## src/rtl/div_unit.sv

```systemverilog
// Multi-cycle restoring radix-2 divider for DIV/DIVU. It iterates on operand magnitudes and applies sign correction at the end.
// Optional macro DIV_ZERO_FAST_EN: a zero divisor goes straight to FINISH with the same divide-by-zero result.
`timescale 1ns/1ps

module div_unit (
   input  logic        clk,
   input  logic        rst,
   input  logic        start,
   input  logic        signed_div,
   input  logic [31:0] a,
   input  logic [31:0] b,
   input  logic        cancel,
   output logic        stall,
   output logic        ready,
   output logic [31:0] hi_out,
   output logic [31:0] lo_out
);

   // state  | meaning
   // IDLE   | waiting for start, outputs hold last result
   // DIV    | one restoring step per cycle, counter 0..31
   // FINISH | ready pulse, results valid on hi_out/lo_out
   typedef enum logic [1:0] {S_IDLE, S_DIV, S_FINISH} state_t;

   state_t      r_state;
   logic [5:0]  r_cnt;
   logic [31:0] r_rem;
   logic [31:0] r_quo;
   logic [31:0] r_dvs;
   logic        r_sign_a;
   logic        r_sign_b;
   logic        r_signed;
   logic        r_ready;
   logic [31:0] r_hi;
   logic [31:0] r_lo;

   logic [31:0] w_abs_a;
   logic [31:0] w_abs_b;
   logic [32:0] w_shift;
   logic [32:0] w_diff;
   logic        w_ge;
   logic [31:0] w_q_mag;
   logic [31:0] w_r_mag;
   logic [31:0] w_q_fin;
   logic [31:0] w_r_fin;
   logic        w_fast_zero;
   logic [31:0] w_zero_lo;

   assign w_abs_a = (signed_div && a[31]) ? 32'(-a) : a;
   assign w_abs_b = (signed_div && b[31]) ? 32'(-b) : b;

   // The quotient register doubles as the dividend shifter, so its MSB feeds the partial remainder.
   assign w_shift = {r_rem, r_quo[31]};
   assign w_diff  = w_shift - {1'b0, r_dvs};
   assign w_ge    = ~w_diff[32];
   assign w_q_mag = {r_quo[30:0], w_ge};
   assign w_r_mag = w_ge ? w_diff[31:0] : w_shift[31:0];
   assign w_q_fin = (r_signed && (r_sign_a ^ r_sign_b)) ? 32'(-w_q_mag) : w_q_mag;
   assign w_r_fin = (r_signed && r_sign_a) ? 32'(-w_r_mag) : w_r_mag;

   // These values match what the full iteration produces for a zero divisor.
   assign w_zero_lo = (signed_div && a[31]) ? 32'h0000_0001 : 32'hFFFF_FFFF;
`ifdef DIV_ZERO_FAST_EN
   assign w_fast_zero = (b == 32'h0);
`else
   assign w_fast_zero = 1'b0;
`endif

   assign stall  = ((r_state == S_IDLE) && start && !cancel) || (r_state == S_DIV);
   assign ready  = r_ready;
   assign hi_out = r_hi;
   assign lo_out = r_lo;

   always_ff @(posedge clk or posedge rst) begin
      if (rst) begin
         r_state  <= S_IDLE;
         r_cnt    <= '0;
         r_rem    <= '0;
         r_quo    <= '0;
         r_dvs    <= '0;
         r_sign_a <= 1'b0;
         r_sign_b <= 1'b0;
         r_signed <= 1'b0;
         r_ready  <= 1'b0;
         r_hi     <= '0;
         r_lo     <= '0;
      end else begin
         r_ready <= 1'b0;
         if (cancel) begin
            r_state <= S_IDLE;
         end else begin
            case (r_state)
               S_IDLE: begin
                  if (start) begin
                     if (w_fast_zero) begin
                        r_lo    <= w_zero_lo;
                        r_hi    <= a;
                        r_ready <= 1'b1;
                        r_state <= S_FINISH;
                     end else begin
                        r_rem    <= '0;
                        r_quo    <= w_abs_a;
                        r_dvs    <= w_abs_b;
                        r_sign_a <= a[31];
                        r_sign_b <= b[31];
                        r_signed <= signed_div;
                        r_cnt    <= '0;
                        r_state  <= S_DIV;
                     end
                  end
               end
               S_DIV: begin
                  r_rem <= w_r_mag;
                  r_quo <= w_q_mag;
                  r_cnt <= r_cnt + 6'd1;
                  if (r_cnt == 6'd31) begin
                     r_lo    <= w_q_fin;
                     r_hi    <= w_r_fin;
                     r_ready <= 1'b1;
                     r_state <= S_FINISH;
                  end
               end
               S_FINISH: r_state <= S_IDLE;
               default:  r_state <= S_IDLE;
            endcase
         end
      end
   end

endmodule

```

## config.mk

```make
export PLATFORM = sky130hd
export DESIGN_NAME = div_unit
export DESIGN_NICKNAME = d
export VERILOG_FILES = /design/src/rtl/div_unit.sv
export SDC_FILE = /design/constraint.sdc
export NUM_CORES = 1
export LEC_CHECK = 0
export ABC_AREA = 1
export BUFFER_PORTS_ARGS = -buffer_cell sky130_fd_sc_hd__buf_2
export CAP_MARGIN = 30
export CORE_MARGIN = 3
export CORE_UTILIZATION = 51
export CTS_CLUSTER_DIAMETER = 150
export DETAILED_ROUTE_END_ITERATION = 10
export HOLD_SLACK_MARGIN = 0.03
export PLACE_DENSITY = 0.7
export REMOVE_ABC_BUFFERS = 1
export SYNTH_ARGS = -nofsm -noshare
export SYNTH_HDL_FRONTEND = slang
export SYNTH_SLANG_ARGS = --single-unit
```

## constraint.sdc

```tcl
create_clock -name clk -period 5.2 [get_ports clk]
set_input_delay 0.78 -clock clk [delete_from_list [all_inputs] [get_ports clk]]
set_output_delay 0.78 -clock clk [all_outputs]
set_load 0.005 [all_outputs]
```

==> After elaboration in Yosys (flattened, before gate mapping) <==
Cells that the tools add are included.
{ "classes": {"reduce_logical": 14, "n_mux": 18, "eq_ne": 5, "add_sub_neg": 6, "bitwise_logic": 3} }
{ "op_table": {"columns": ["operator", "count"], "rows": [
  ["$mux W32", 7],
  ["$neg A32 Y32", 4],
  ["$pmux W32 S2", 2],
  ["$sub A33 B32 Y33", 1],
  ["$pmux W6 S2", 1],
  ["$reduce_and A3 Y1", 3],
  ["$add A6 B1 Y6 const B", 1],
  ["$eq A6 B5 Y1 const B", 1],
  ["$logic_and A1 B1 Y1", 6],
  ["$mux W2", 3],
  ["$mux W6", 1],
  ["$pmux W2 S2", 1],
  ["$mux W1", 3],
  ["$ne A3 B2 Y1 const B", 1],
  ["$ne A3 B3 Y1 const B", 1],
  ["$eq A2 B1 Y1 const B", 1],
  ["$logic_not A2 Y1", 1],
  ["$ne A2 B2 Y1 const B", 1],
  ["$not A1 Y1", 2],
  ["$reduce_and A2 Y1", 1],
  ["$reduce_bool A2 Y1", 1],
  ["$logic_not A1 Y1", 1],
  ["$logic_or A1 B1 Y1", 1],
  ["$xor A1 B1 Y1", 1]
]} }
{ "word_totals": {"word_cells": 57, "regBits": 172, "input_bits": 69, "out_inout_bits": 66} }

==> Logic depth before layout (Yosys ltp) <==
{ "depth": {"depth_word": 4, "mapped_depth": 29, "depth_no_buf": 27} }

==> Least setup slack after synthesis <==
OpenSTA, ideal clock, no wires.
{ "synth_timing": {"path_kind": "register -> register", "startpoint": "reg r_quo[31]", "endpoint": "reg r_lo[30] (netlist: lo_out[30])", "path_slack_ps": 1362, "setup_ps": 118, "arrival_ps": 3720, "t_required_ps": 5082, "synth_period_minus_slack_ps": 3838, "stages_incl_launch_ff": 29, "path_buffers": 2, "path_cell_list": "dfrtp_1 > inv_1 > ha_1 > fa_1 > inv_1 > nand2_1 > nand2_1 > nand3_1 > nand2_2 > nand2_1 > nand2_2 > nand2_4 > nand2_4 > nand2_4 > nand2_4 > buf_8 > buf_6 > ha_1 > nand4_1 > nor3_1 > nand4_1 > nor3_1 > nand4_1 > nor3_1 > nand4_1 > nand2_1 > nand3_1 > nand3_1 > nand2_1"} }
{ "synth_between": {"elab_chain_cells": 4} }
{ "synth_rtl": {"columns": ["item", "line", "rtl"], "rows": [
  ["start, declared", "28", "logic [31:0] r_quo;"],
  ["start signal, assigned", "102", "r_quo <= w_abs_a;"],
  ["start signal, assigned", "114", "r_quo <= w_q_mag;"],
  ["$sub A33 B32 Y33", "54", "assign w_diff = w_shift - {1'b0, r_dvs};"],
  ["$not A1 Y1", "55", "assign w_ge = ~w_diff[32];"],
  ["$neg A32 Y32", "58", "assign w_q_fin = (r_signed && (r_sign_a ^ r_sign_b)) ? 32'(-w_q_mag) : w_q_mag;"],
  ["$mux W32", "58", null],
  ["end signal, assigned", "96", "r_lo <= w_zero_lo;"],
  ["end signal, assigned", "117", "r_lo <= w_q_fin;"],
  ["end, declared", "35", "logic [31:0] r_lo;"]
]} }
Every way passes these cells.
A chain may end at the register's enable or synchronous reset.

==> Worst setup path after layout <==
{ "layout_timing": {"startpoint": "reg r_rem[12]", "endpoint": "reg r_lo[30] (netlist: lo_out[30])"} }
{ "layout_between": {"elab_chain_cells": 4} }
{ "layout_rtl": {"columns": ["item", "line", "rtl"], "rows": [
  ["start, declared", "27", "logic [31:0] r_rem;"],
  ["start signal, assigned", "113", "r_rem <= w_r_mag;"],
  ["$sub A33 B32 Y33", "54", null],
  ["$not A1 Y1", "55", null],
  ["$neg A32 Y32", "58", null],
  ["$mux W32", "58", null]
]} }
Every way passes these cells.

==> results.sh <==
export IMPL_dp_slack_ns=0.8978
export IMPL_reg2regPathDepth=22
export IMPL_status="finished, final reports clean"
export IMPL_fin_nets=2277
export IMPL_power_mw=9.158
export IMPL_yosys_area_share_simple=0.3631
export IMPL_clkLatencyLatePin_ns=0.44
export IMPL_p_per_area_nw_per_um2=620.1
export IMPL_cts_clk_slew_worst_paths_ns=0.08
export IMPL_postCtsHoldBufs=0
export IMPL_netlist_instances=2065
export IMPL_wire_per_inst_um=15.58
export IMPL_placed_area_um2=14160
export IMPL_leakage_nw=8.195
export IMPL_fin_skew_ns=0.01190
export IMPL_vdd_ir_drop_max_uv=304.9
export IMPL_critPathCaptureType="flop"
export IMPL_io_pins=135
export IMPL_crit_fanout=14
export IMPL_maxCapViolCount=0
export IMPL_drc=0
export IMPL_arrival_ns=4.80
export IMPL_grt_setup_unrepaired="no"
export IMPL_fillers=2482
export IMPL_ant_nets=0
export IMPL_slowest_stage="dfrtp_1"
export IMPL_final_setup_viol_count=0
export IMPL_synth_top_area_share=0.3246
export IMPL_synthXorXnorAreaFrac=0.05417
export IMPL_synth_top_family_by_area="simple AND/OR/NAND/NOR gates"
export IMPL_hold_violations=0
export IMPL_critPathMaxStageDelay_ns=0.46
export IMPL_synth_fa_ha_area_frac=0.03643
export IMPL_worstHoldPathType="input pin to async pin"
export IMPL_grt_usage=0.2774
export IMPL_path_cells="ha_1 -> nand2_1 -> inv_1 -> nand2_1 -> inv_1 -> a21oi_2 -> nand2_2 -> nand2_4 -> nand3_2 -> nand2_4 -> ha_1 -> nand4_1 -> nor3_1 -> nand4_1 -> nor3_1 -> nand4_1 -> nor3_1 -> nand4_1 -> nand2_1 -> nand3_1 -> nand3_1 -> nand2_1"
export IMPL_vias=13240
export IMPL_io_buffers=134
export IMPL_insertedDiodeCount=0
export IMPL_grt_ovfl_total=0
export IMPL_hpwlAfterDp_um=30430
export IMPL_grt_max_degree=88
export IMPL_crit_required_ns=5.53
export IMPL_setup_tns_final_ns=0
export IMPL_drive_gt1_frac=0.1077
export IMPL_wl_um=39160
export IMPL_chipWidth_um=167.2
export IMPL_first_pass_iters=6
export IMPL_drt_iter0_markers=1195
export IMPL_die_h_um=167.2
export IMPL_post_cts_resize_count=0
export IMPL_fin_area_um2=14770
export IMPL_yosys_mux_area_fraction=0
export IMPL_start_util=0.5220
export IMPL_synthFlopType="dfrtp_1"
export IMPL_start_kind="flop"
export IMPL_ys_seq_elements=172
export IMPL_setup_slack_ns=0.7268
export IMPL_synth_area_per_cell_um2=6.421
export IMPL_timing_final_crit_share=0.8602
export IMPL_synthDistinctLibCells=47
export IMPL_period_needed_ns=4.473
export IMPL_root_buffer="clkbuf_16"
export IMPL_synth_compound_area_share=0.1137
export IMPL_routed_via_density=5.267
export IMPL_fin_cells=2513
export IMPL_core_area_um2=25400
export IMPL_finalMaxSlewViolations=0
export IMPL_fp_dieArea_um2=27970
export IMPL_synthArstFlopShare=1.000
export IMPL_place_inst=2481
export IMPL_cts_sinks=172
export IMPL_cts_buffers=17
export IMPL_post_cts_buffers=0
export IMPL_worst_slew_pin_slew_ns=1.011
export IMPL_yosysWarnings=0
export IMPL_synth_top_area_cell="dfrtp_1"
export IMPL_grt_pass1_wl_um=63270
export IMPL_syn_area_um2=13260
export IMPL_htree_levels=4
export IMPL_tritoncts="done"
export IMPL_rows=58
export IMPL_antenna_found_initial=0
export IMPL_max_slew_margin=0.3233
export IMPL_first_global_vias=12060
export IMPL_gp_congestion=1.005
export IMPL_yosys_top_cells_area="dfrtp_1 32%, nand2_1 20%, inv_1 8.3%"
export IMPL_synth_edff_count=0
export IMPL_area_growth_pct=11.38
export IMPL_path_class="flop to flop"
export IMPL_cts_buffer_depth=2
export IMPL_fmax_mhz=223.6
export IMPL_yosysSeqAreaShare=0.3246
==> critical path: cells and delay by family, from the launching register on <==
family | cells | cell delay, ns
adder cells (fa/ha/maj) | 2 | 0.61
AO/OA/AOI/OAI | 1 | 0.17
flip-flops | 1 | 0.46
AND/OR/NAND/NOR | 17 | 2.97
buffers and inverters | 2 | 0.14
==> area by class of cell <==
type	instances	area, um2	area share
multi-input combinational	1529	7532	0.5100
sequential	172	4304	0.2915
inverter	303	1142	0.07735
timing repair buffer	147	768.2	0.05202
clock buffer	18	439.2	0.02974
tap	330	412.9	0.02796
clock inverter	14	168.9	0.01144
==> layer usage <==
| metal | track usage | part of all wire | wire, um | vias to the layer above |
|---|---|---|---|---|
| li1 | - | - | - | 6786 |
| met1 | 0.4339 | 0.50 | 19590 | 5982 |
| met2 | 0.4073 | 0.41 | 16140 | 430 |
| met3 | 0.04674 | 0.076 | 2961 | 37 |
| met4 | 0.05016 | 0.012 | 468 | 0 |
| met5 | 0 | 0 | 0 | - |
==> placed cells by master, fill, tap and decap left out, types with 8 or more instances in the layout <==
cell type | Yosys | final
a21oi_1 | 48 | 48
ha_1 | 37 | 37
nor3_1 | 26 | 26
nand3_1 | 146 | 145
xor2_1 | 70 | 70
nor2_1 | 170 | 170
buf_4 | 2 | 13
o22ai_1 | 31 | 31
clkbuf_16 | 0 | 17
inv_1 | 292 | 291
nand2_1 | 703 | 703
nand2_2 | 19 | 19
dfrtp_1 | 172 | 172
a22oi_1 | 12 | 12
o21ai_1 | 9 | 8
nor2_2 | 9 | 9
buf_2 | 7 | 134
nand3b_1 | 14 | 14
xnor2_1 | 12 | 12
nand4_1 | 28 | 28
o21ai_0 | 133 | 133
==> cells in the mapped netlist, drive strengths merged, types with 7 or more instances <==
| cell | n |
|---|---|
| clkbuf | 43 |
| nand2 | 728 |
| nor4 | 7 |
| buf | 18 |
| a22oi | 12 |
| nor3 | 26 |
| o22ai | 31 |
| nand4 | 28 |
| inv | 297 |
| o21ai | 142 |
| xnor2 | 12 |
| xor2 | 70 |
| nor2 | 179 |
| a21oi | 52 |
| ha | 37 |
| nand3b | 14 |
| nand3 | 150 |
| dfrtp | 172 |
| o31ai | 7 |
==> cells by family (layout without fill, tap and decap cells) <==
kind of cell,after synthesis,in the layout
DFF,172,172
and+or+nand+nor,1142,1142
AOI/OAI and AO/OA,267,267
buffers and inverters,364,482
adders and majority gates,38,38
xor gates and xnor gates,82,82
==> stage by stage <==
| step | hold slack, ns | utilization |
|---|---|---|
| 6_report | 0.4578 | 0.5814 |
| 4_1_cts | 0.4799 | 0.5814 |
| 3_5_place_dp | 0.4607 | 0.5575 |
| 5_1_grt | 0.5041 | 0.5814 |
| 3_3_place_gp | 0.4579 | 0.5575 |
| 2_1_floorplan | 0.4530 | - |
==> registers in the layout, summed over array words and instances, names as in the netlist <==
signal	cells
hi_out	32
lo_out	32
r_dvs	32
r_quo	32
r_rem	32
r_cnt	6
r_state	2
r_sign_a	1
r_sign_b	1
r_signed	1
ready	1
==> path summary, 6_finish.rpt <==
path,start,to,slack [ns]
worst max-delay path,r_rem[12],lo_out[30],0.73
worst min register to register,hi_out[15],hi_out[15],0.47
worst min-delay path,rst,lo_out[24],0.46
worst max register to register,r_rem[12],lo_out[30],0.73
max in group asynchronous,rst,hi_out[14],3.64
min in group clk,hi_out[15],hi_out[15],0.47
==> power breakdown <==
| part | leakage, nW | total (mW) | internal, mW | switching, mW |
|---|---|---|---|---|
| sequential | 2.20 | 1.82 | 1.58 | 0.241 |
| combinational | 5.70 | 5.98 | 1.82 | 4.17 |
| clock | 0.299 | 1.35 | 0.704 | 0.650 |
| total | 8.19 | 9.16 | 4.10 | 5.06 |
Note: power is estimated with default switching activity, not from simulation.
